`config.mk`:
```
export PLATFORM = sky130hd
export DESIGN_NAME = reg_file_sb_flat
export DESIGN_NICKNAME = d
export VERILOG_FILES = /design/src/rtl/reg_file_sb_if.sv /design/src/rtl/reg_file_sb.sv /design/src/flat_wrapper.sv
export SDC_FILE = /design/constraint.sdc
export NUM_CORES = 2
export LEC_CHECK = 0
export BUFFER_PORTS_ARGS = -buffer_cell sky130_fd_sc_hd__buf_2
export CORE_MARGIN = 1.5
export CORE_UTILIZATION = 60
export DETAILED_ROUTE_END_ITERATION = 10
export GPL_ROUTABILITY_DRIVEN = 0
export PLACE_DENSITY = 0.77
export SLEW_MARGIN = 20
export SYNTH_ARGS = -nofsm -noshare
export SYNTH_HDL_FRONTEND = slang
export SYNTH_SLANG_ARGS = --single-unit
```
`constraint.sdc`:
```
create_clock -name clk -period 5.47 [get_ports clk]
set_input_delay 0.8205 -clock clk [delete_from_list [all_inputs] [get_ports clk]]
set_output_delay 0.8205 -clock clk [all_outputs]
set_load 0.01 [all_outputs]
```
`src/rtl/reg_file_sb_if.sv`:
```
// Register-file bus: read ports, writeback port and issue/scoreboard handshake.
interface reg_file_sb_if #(
  parameter int unsigned REG_WORD_WIDTH = 32,
  parameter int unsigned REG_ADDR_WIDTH = 5,
  parameter int unsigned NUM_READ_PORTS = 2
);
  localparam int unsigned W  = REG_WORD_WIDTH;
  localparam int unsigned AW = REG_ADDR_WIDTH;
  localparam int unsigned NR = NUM_READ_PORTS;

  logic [NR*AW-1:0] read_reg_i;
  logic [NR*W-1:0]  read_data_o;
  logic [NR-1:0]    read_busy_o;
  logic             write_en_i;
  logic [AW-1:0]    write_reg_i;
  logic [W-1:0]     write_data_i;
  logic             issue_en_i;
  logic [AW-1:0]    issue_reg_i;
  logic             issue_ready_o;
  logic [AW:0]      busy_count_o;

  modport master (
    output read_reg_i, write_en_i, write_reg_i, write_data_i, issue_en_i, issue_reg_i,
    input  read_data_o, read_busy_o, issue_ready_o, busy_count_o
  );

  modport slave (
    input  read_reg_i, write_en_i, write_reg_i, write_data_i, issue_en_i, issue_reg_i,
    output read_data_o, read_busy_o, issue_ready_o, busy_count_o
  );
endinterface

```
`src/rtl/reg_file_sb.sv`:
```
// Multi-port register file (r0 = 0) with optional write bypass and a per-register
// busy scoreboard that gates instruction issue on outstanding destinations.
module reg_file_sb #(
  parameter int unsigned REG_WORD_WIDTH = 32,
  parameter int unsigned REG_ADDR_WIDTH = 5,
  parameter int unsigned NUM_READ_PORTS = 2,
  parameter int unsigned BYPASS_EN      = 1
) (
  input logic          clk,
  input logic          rst_n,
  reg_file_sb_if.slave bus
);
  localparam int unsigned W     = REG_WORD_WIDTH;
  localparam int unsigned AW    = REG_ADDR_WIDTH;
  localparam int unsigned NR    = NUM_READ_PORTS;
  localparam int unsigned NREGS = 1 << AW;
  localparam int unsigned CW    = AW + 1;
  localparam logic        BYP   = (BYPASS_EN != 0);

  logic [W-1:0]     regs_q [NREGS];
  logic [W-1:0]     regs_d [NREGS];
  logic [NREGS-1:0] busy_q, busy_d;
  logic [CW-1:0]    busy_count_q, busy_count_d;

  logic             wr_hit;
  logic             issue_ready;
  logic             issue_set;
  logic             cnt_inc;
  logic             cnt_dec;
  logic [NR*W-1:0]  read_data;
  logic [NR-1:0]    read_busy;
  logic [AW-1:0]    ra;

  // Writeback and issue decode; a same-cycle writeback to the issue target releases the hazard.
  always_comb begin
    wr_hit      = bus.write_en_i && (bus.write_reg_i != '0);
    issue_ready = (bus.issue_reg_i == '0) || !busy_q[bus.issue_reg_i] ||
                  (bus.write_en_i && (bus.write_reg_i == bus.issue_reg_i));
    issue_set   = bus.issue_en_i && issue_ready && (bus.issue_reg_i != '0);
  end

  // Next state: write clears busy, accepted issue sets it afterwards so issue wins on a collision.
  always_comb begin
    regs_d = regs_q;
    busy_d = busy_q;
    if (wr_hit) begin
      regs_d[bus.write_reg_i] = bus.write_data_i;
      busy_d[bus.write_reg_i] = 1'b0;
    end
    if (issue_set) begin
      busy_d[bus.issue_reg_i] = 1'b1;
    end
    cnt_inc      = issue_set && !busy_q[bus.issue_reg_i];
    cnt_dec      = wr_hit && busy_q[bus.write_reg_i] &&
                   !(issue_set && (bus.issue_reg_i == bus.write_reg_i));
    busy_count_d = busy_count_q + CW'(cnt_inc) - CW'(cnt_dec);
  end

  always_ff @(posedge clk or negedge rst_n) begin
    if (!rst_n) begin
      regs_q       <= '{default: '0};
      busy_q       <= '0;
      busy_count_q <= '0;
    end else begin
      regs_q       <= regs_d;
      busy_q       <= busy_d;
      busy_count_q <= busy_count_d;
    end
  end

  // Combinational read ports with optional forwarding of the in-flight writeback.
  always_comb begin
    read_data = '0;
    read_busy = '0;
    ra        = '0;
    for (int unsigned k = 0; k < NR; k++) begin
      ra = bus.read_reg_i[k*AW +: AW];
      if (ra != '0) begin
        if (BYP && bus.write_en_i && (bus.write_reg_i == ra)) begin
          read_data[k*W +: W] = bus.write_data_i;
        end else begin
          read_data[k*W +: W] = regs_q[ra];
          read_busy[k]        = busy_q[ra];
        end
      end
    end
  end

  assign bus.read_data_o   = read_data;
  assign bus.read_busy_o   = read_busy;
  assign bus.issue_ready_o = issue_ready;
  assign bus.busy_count_o  = busy_count_q;
endmodule

```
`src/flat_wrapper.sv`:
```
// flat-port wrapper written by rule: the top's interface ports become plain ports
module reg_file_sb_flat 
#(
  parameter int unsigned REG_WORD_WIDTH = 32,
  parameter int unsigned REG_ADDR_WIDTH = 5,
  parameter int unsigned NUM_READ_PORTS = 2,
  parameter int unsigned BYPASS_EN      = 1
)
  (clk, rst_n, bus_read_reg_i, bus_write_en_i, bus_write_reg_i, bus_write_data_i, bus_issue_en_i, bus_issue_reg_i, bus_read_data_o, bus_read_busy_o, bus_issue_ready_o, bus_busy_count_o);
  reg_file_sb_if #(.REG_WORD_WIDTH(REG_WORD_WIDTH), .REG_ADDR_WIDTH(REG_ADDR_WIDTH), .NUM_READ_PORTS(NUM_READ_PORTS)) bus_i ();
  input logic clk;
  input logic rst_n;
  input wire logic [$bits(bus_i.read_reg_i)-1:0] bus_read_reg_i;
  input wire logic [$bits(bus_i.write_en_i)-1:0] bus_write_en_i;
  input wire logic [$bits(bus_i.write_reg_i)-1:0] bus_write_reg_i;
  input wire logic [$bits(bus_i.write_data_i)-1:0] bus_write_data_i;
  input wire logic [$bits(bus_i.issue_en_i)-1:0] bus_issue_en_i;
  input wire logic [$bits(bus_i.issue_reg_i)-1:0] bus_issue_reg_i;
  output wire logic [$bits(bus_i.read_data_o)-1:0] bus_read_data_o;
  output wire logic [$bits(bus_i.read_busy_o)-1:0] bus_read_busy_o;
  output wire logic [$bits(bus_i.issue_ready_o)-1:0] bus_issue_ready_o;
  output wire logic [$bits(bus_i.busy_count_o)-1:0] bus_busy_count_o;
  assign bus_i.read_reg_i = bus_read_reg_i;
  assign bus_i.write_en_i = bus_write_en_i;
  assign bus_i.write_reg_i = bus_write_reg_i;
  assign bus_i.write_data_i = bus_write_data_i;
  assign bus_i.issue_en_i = bus_issue_en_i;
  assign bus_i.issue_reg_i = bus_issue_reg_i;
  assign bus_read_data_o = bus_i.read_data_o;
  assign bus_read_busy_o = bus_i.read_busy_o;
  assign bus_issue_ready_o = bus_i.issue_ready_o;
  assign bus_busy_count_o = bus_i.busy_count_o;
  reg_file_sb #(.REG_WORD_WIDTH(REG_WORD_WIDTH), .REG_ADDR_WIDTH(REG_ADDR_WIDTH), .NUM_READ_PORTS(NUM_READ_PORTS), .BYPASS_EN(BYPASS_EN)) u_core (.clk(clk), .rst_n(rst_n), .bus(bus_i));
endmodule
```
After elaboration in Yosys (flattened, before gate mapping)
Index checks and enable logic that the tools add are counted.

Add/subtract/negate cells: 2. $lt $le $gt $ge: 10. Equal/unequal tests: 4. Muxes and demuxes: 31. Bitwise operators: 6. Reduce and logical (&&, ||, !) cells: 22.

Operator list (count): $bwmux 1024 (1); $mux 32 (11); $bmux 32 s5 (2); $demux 32 s5 (1); $and 32x32->32 (1); $not 32->32 (1); $or 32x32->32 (1); $lt 5x6->1 const B (4); $bmux 1 s5 (4); $eq 5x5->1 (4); $reduce_bool 5->1 (4); $ge 6x6->1 const B (3); $not 5->6 (3); $logic_and 1x1->1 (13); $demux 1 s5 (2); $ge 5x1->1 const B (2); $mux 1 (10); $add 6x1->6 (1); $lt 6x1->1 const B (1); $sub 6x1->6 (1); $logic_not 5->1 (1); $logic_not 1->1 (2); $logic_or 1x1->1 (2).

Register bits after elaboration: 1062. Logic and storage cells: 109.

Longest topological paths before layout
Word-level depth: 11. Mapped depth: 15.

Least setup slack after synthesis
No wires, ideal clock.

Path kind: in2reg. Start: input bus_write_reg_i[0]. End: register u_core.busy_count_q[4] (netlist: u_core.bus.busy_count_o[4]). Arrival time: 3477 ps. Data required time: 5347 ps. Slack: 1870 ps. Stages: 15. Path through: buf_2 -> buf_2 -> mux4_2 -> a22oi_1 -> nand4_1 -> o311a_1 -> ha_1 -> inv_1 -> ha_1 -> inv_1 -> fa_1 -> inv_1 -> a21o_1 -> a21oi_1 -> xnor2_1.

Word-level cells in the longest chain between the ends: 9. Elaborated cells between the ends (all ways): 17. Those cells by class: 2 x add/sub; 2 x eq/ne; 2 x mux; 11 x reduce/logical.

Ends and longest elaborated chain: from (decl) (RTL line flat_wrapper.sv:15) `input wire logic [$bits(bus_i.write_reg_i)-1:0] bus_write_reg_i;`; parallel branches: the longest is 8 deep, another holds $add 6x1->6; $sub 6x1->6 * (RTL line reg_file_sb.sv:56) `busy_count_d = busy_count_q + CW'(cnt_inc) - CW'(cnt_dec);`; net u_core.busy_count_d[4] (RTL line reg_file_sb.sv:23) `logic [CW-1:0] busy_count_q, busy_count_d;`; to (signal assigned) (RTL line reg_file_sb.sv:67) `busy_count_q <= busy_count_d;`; to (decl) (RTL line reg_file_sb.sv:23).

Mark *: on every way through the listed nets, which the timed path passes. The select of a mux whose other input is x is not followed. A chain may end at the register's enable or synchronous reset.

Final worst setup path
Start: input bus_write_reg_i[0]. End: output bus_read_data_o[28].

Word-level cells in the longest chain between the ends: 4.

Ends and longest elaborated chain: $eq 5x5->1 (RTL line reg_file_sb.sv:79) `if (BYP && bus.write_en_i && (bus.write_reg_i == ra)) begin`; $logic_and 1x1->1 (RTL line reg_file_sb.sv:79); $mux 32 (RTL line reg_file_sb.sv:79); $mux 32 (RTL line reg_file_sb.sv:78) `if (ra != '0) begin`; to (decl) (RTL line flat_wrapper.sv:19) `output wire logic [$bits(bus_i.read_data_o)-1:0] bus_read_data_o;`.

No other way between the ends.

==> flow_summary.toml <==
[timing]
rsz0062_at_grt = "false"
skew_ns = 0.009916
max-slew-margin-rel = 0.1773
fin_crit_ns = 4.483
fmax_mhz = 223.0
tns_ns = 0
finalSetupViolCount = 0
drv_slew = 0
min_period_over_period = 0.8196
worstMarginPinSlew_ns = 1.230
layout_setup_ws_ns = 0.9866
hold_viol = 0

[cts]
clk_pin_slew_ns = 0.06
clock_path_buffers = 3
ctsResizeCount = 0
clock_sinks = 1062
cts_hold_buf = 0
clock_latency_ns = 0.70
numCtsBuffers = 113
h-tree-depth = 3
cts_tree = "yes"
clockRootBuffer = "clkbuf_16"
cts_setup_buffers = 0

[layout]
area_delta_synth_final_pct = 8.897
fin_nets = 4061
utilization = 0.6594
nFillCells = 6875
drive_gt1_frac = 0.4869

[detailed_routing]
viasPerCell = 7.365
wl_met1_mm = 66.94
drt_iter0_drc = 4451
drt-total-wl_mm = 181.6
detail-route-antenna-nets = 0
route.vias.total = 39563
first_pass_iters = 6
wl_met3_mm = 18.44
drc = 0
top_layer_used = "met5"
wl_per_cell_um = 33.80
route.met2.wl_mm = 84.05

[global_routing]
grt_use_total = 0.3707
grt_pass1_vias = 40772
grt_pass1_wl_mm = 270.6
overflow = 0
antenna_found_initial = 6
grt_max_degree = 145

[hold_path]
hold_path.class = "in -> async"

[power]
power_switching_uw = 6651
p_int_uw = 16920
powerDensity_nw_per_um2 = 369.7
p_seq_frac = 0.451
swShare = 0.2821
irDropWorstVdd_uv = 295.4
p_comb_frac = 0.217
clkPwrFrac = 0.333
power.leakage_uw = 0.02794

[worst_setup_path]
cp_slowest_cell = "and3_2"
worst-endpoint-required_ns = 4.65
worst-setup-path-type = "in -> out"
cp-start-kind = "input port"
cp_common_cell = "buf_2"
worst_setup_path_end_kind = "output port"
crit_chain = "buf_2 -> xor2_1 -> nor4_1 -> and3_2 -> buf_4 -> a2111oi_0 -> a311o_1 -> buf_2"
path_max_fanout = 21
cpPeakStageDelay_ns = 0.90
cp.arrival_ns = 3.66

[die]
start_util = 0.6055
dieArea_um2 = 99480
rows = 114
core-area_um2 = 96710
num_io_pins = 129
die_h_um = 315.4
die_x_um = 315.4

[logic_synthesis]
synth_fp_nets = 4148
synth_cells = 4085
yosys-top-cells-area = "dfrtp_1, mux2_2, mux4_2, mux2i_1, clkbuf_1"
synth_cell_types = 67
synth.largest_area_cell = "dfrtp_1"
ys_warn_count = 0
yosysTopAreaCellShare = 0.4538
ys_ff_latch = 1062
synth.avg_cell_area_um2 = 14.34
syn_area_um2 = 58560
synth_edf_count = 0
synth_top_flop_cell = "dfrtp_1"
synth_sequential_area_ratio = 0.4538
synth_async_sr_flop_share = 1.000

[place]
pre_cts_ws_ns = 1.050
io_buffers = 128
hpwlAfterDp_mm = 108.3

[job]
drv_cap = 0

[run_status]
status = "complete, no violations"
-- state kept, by name, indices dropped and copies added (netlist names) --
| register | count |
|---|---|
| u_core.regs_q | 1024 |
| u_core.busy_q | 32 |
| u_core.bus.busy_count_o | 6 |
-- synth_stat cells (all sizes together) (4+ instances only) --
cell and number:
buf 265, o21ai 103, nand2b 15, a32o 16
xnor2 12, mux2i 249, dfrtp 1062, o311a 4
a21oi 50, mux4 472, nor3b 11, a221o 4
nor2 115, inv 28, o211ai 11, and2 4
and3 9, clkbuf 195, o22ai 38, mux2 1020
nand2 109, ha 6, a22oi 40, o31ai 15
a32oi 12, or2 5, a31oi 4, nor4 7
a22o 17, nor3 11, nor2b 14, xor2 8
or3b 4, a221oi 71, a2111oi 6, o221ai 11
nand3 31, and3b 5
-- placed cells by master, fill, tap and decap left out, types with 11 or more instances in the layout --
cell          n
nor2b_1      13
nor2_4       12
inv_1        26
nor2_1      102
nand2_2      19
dfrtp_1    1062
a32o_1       16
o22ai_1      38
a32oi_1      12
clkinv_2     26
o31ai_1      14
mux2i_1     249
mux2_2     1020
o211ai_1     11
a21oi_1      50
a221oi_1     71
clkbuf_16   116
nand3_1      30
buf_2       120
xnor2_1      12
mux4_2      472
o221ai_1     11
clkbuf_8     28
clkbuf_1     28
o21ai_1      12
nand2_1      89
nand2b_1     15
buf_4       103
o21ai_0      91
a22oi_1      39
a22o_1       17
buf_12       29
-- through the flow --
stage	instances	hold slack (ns)	total power (µW)	area [µm²]
finish	5372	0.1539	23580	63770
global route	5370	0.1930	24430	63760
CTS	5369	0.1656	23550	63760
detailed placement	5159	0.3826	15740	59970
global placement	5159	0.3768	15480	59970
floorplan	4085	0.4413	14140	58560
-- kinds of logic after synthesis --
| kind of cell | Yosys count | share of synthesized area |
|---|---|---|
| mux | 1741 | 0.4202 |
| flops | 1062 | 0.4538 |
| buf+inv | 490 | 0.04280 |
| compound gates | 416 | 0.04989 |
| simple gates | 349 | 0.02863 |
| xor+xnor | 20 | 0.002991 |
| fa+ha+maj | 7 | 0.001624 |
-- cell type report --
type | count | area [µm²] | area share
inverter | 30 | 113.9 | 0.001785
sequential | 1062 | 26580 | 0.4167
timing repair buffer | 258 | 2041 | 0.03200
clock inverter | 38 | 394.1 | 0.006181
clock buffer | 172 | 3393 | 0.05321
multi-input combinational | 2533 | 29650 | 0.4649
antenna | 3 | 7.507 | 0.0001177
tap | 1276 | 1597 | 0.02504
-- path summary, 6_finish.rpt --
| kind | from | endpoint | slack [ns] | cells after the start |
|---|---|---|---|---|
| min in group clk | u_core.regs_q[1004] | u_core.regs_q[1004] | 0.39 | 0 |
| worst min-delay path | rst_n | u_core.regs_q[88] | 0.15 | 1 |
| worst min register to register | u_core.regs_q[1004] | u_core.regs_q[1004] | 0.39 | 0 |
| worst max register to register | u_core.busy_q[26] | u_core.bus.busy_count_o[4] | 2.50 | 13 |
| max in group asynchronous | rst_n | u_core.regs_q[172] | 3.91 | 2 |
| worst max-delay path | bus_write_reg_i[0] | bus_read_data_o[28] | 0.99 | 8 |
-- layer usage --
| layer | vias to the layer above | GRT usage |
|---|---|---|
| li1 | 15546 | - |
| met1 | 20923 | 0.4885 |
| met2 | 2407 | 0.5743 |
| met3 | 681 | 0.08560 |
| met4 | 6 | 0.2050 |
| met5 | - | 0 |
-- power by group through the flow --
stage	logic, µW	registers [µW]	clock network, µW
6_report	5110	10600	7850
5_1_grt	5440	10800	8210
4_1_cts	5090	10600	7900
3_5_place_dp	5060	10700	0
3_3_place_gp	4910	10600	0
2_1_floorplan	3900	10200	0
-- critical path: cells and delay by family --
family          cells  cell delay [ns]
simple gates        2             1.34
buf+inv             3             0.90
xor+xnor            1             0.15
compound gates      2             0.45
Power figures use the tool's default switching activity.
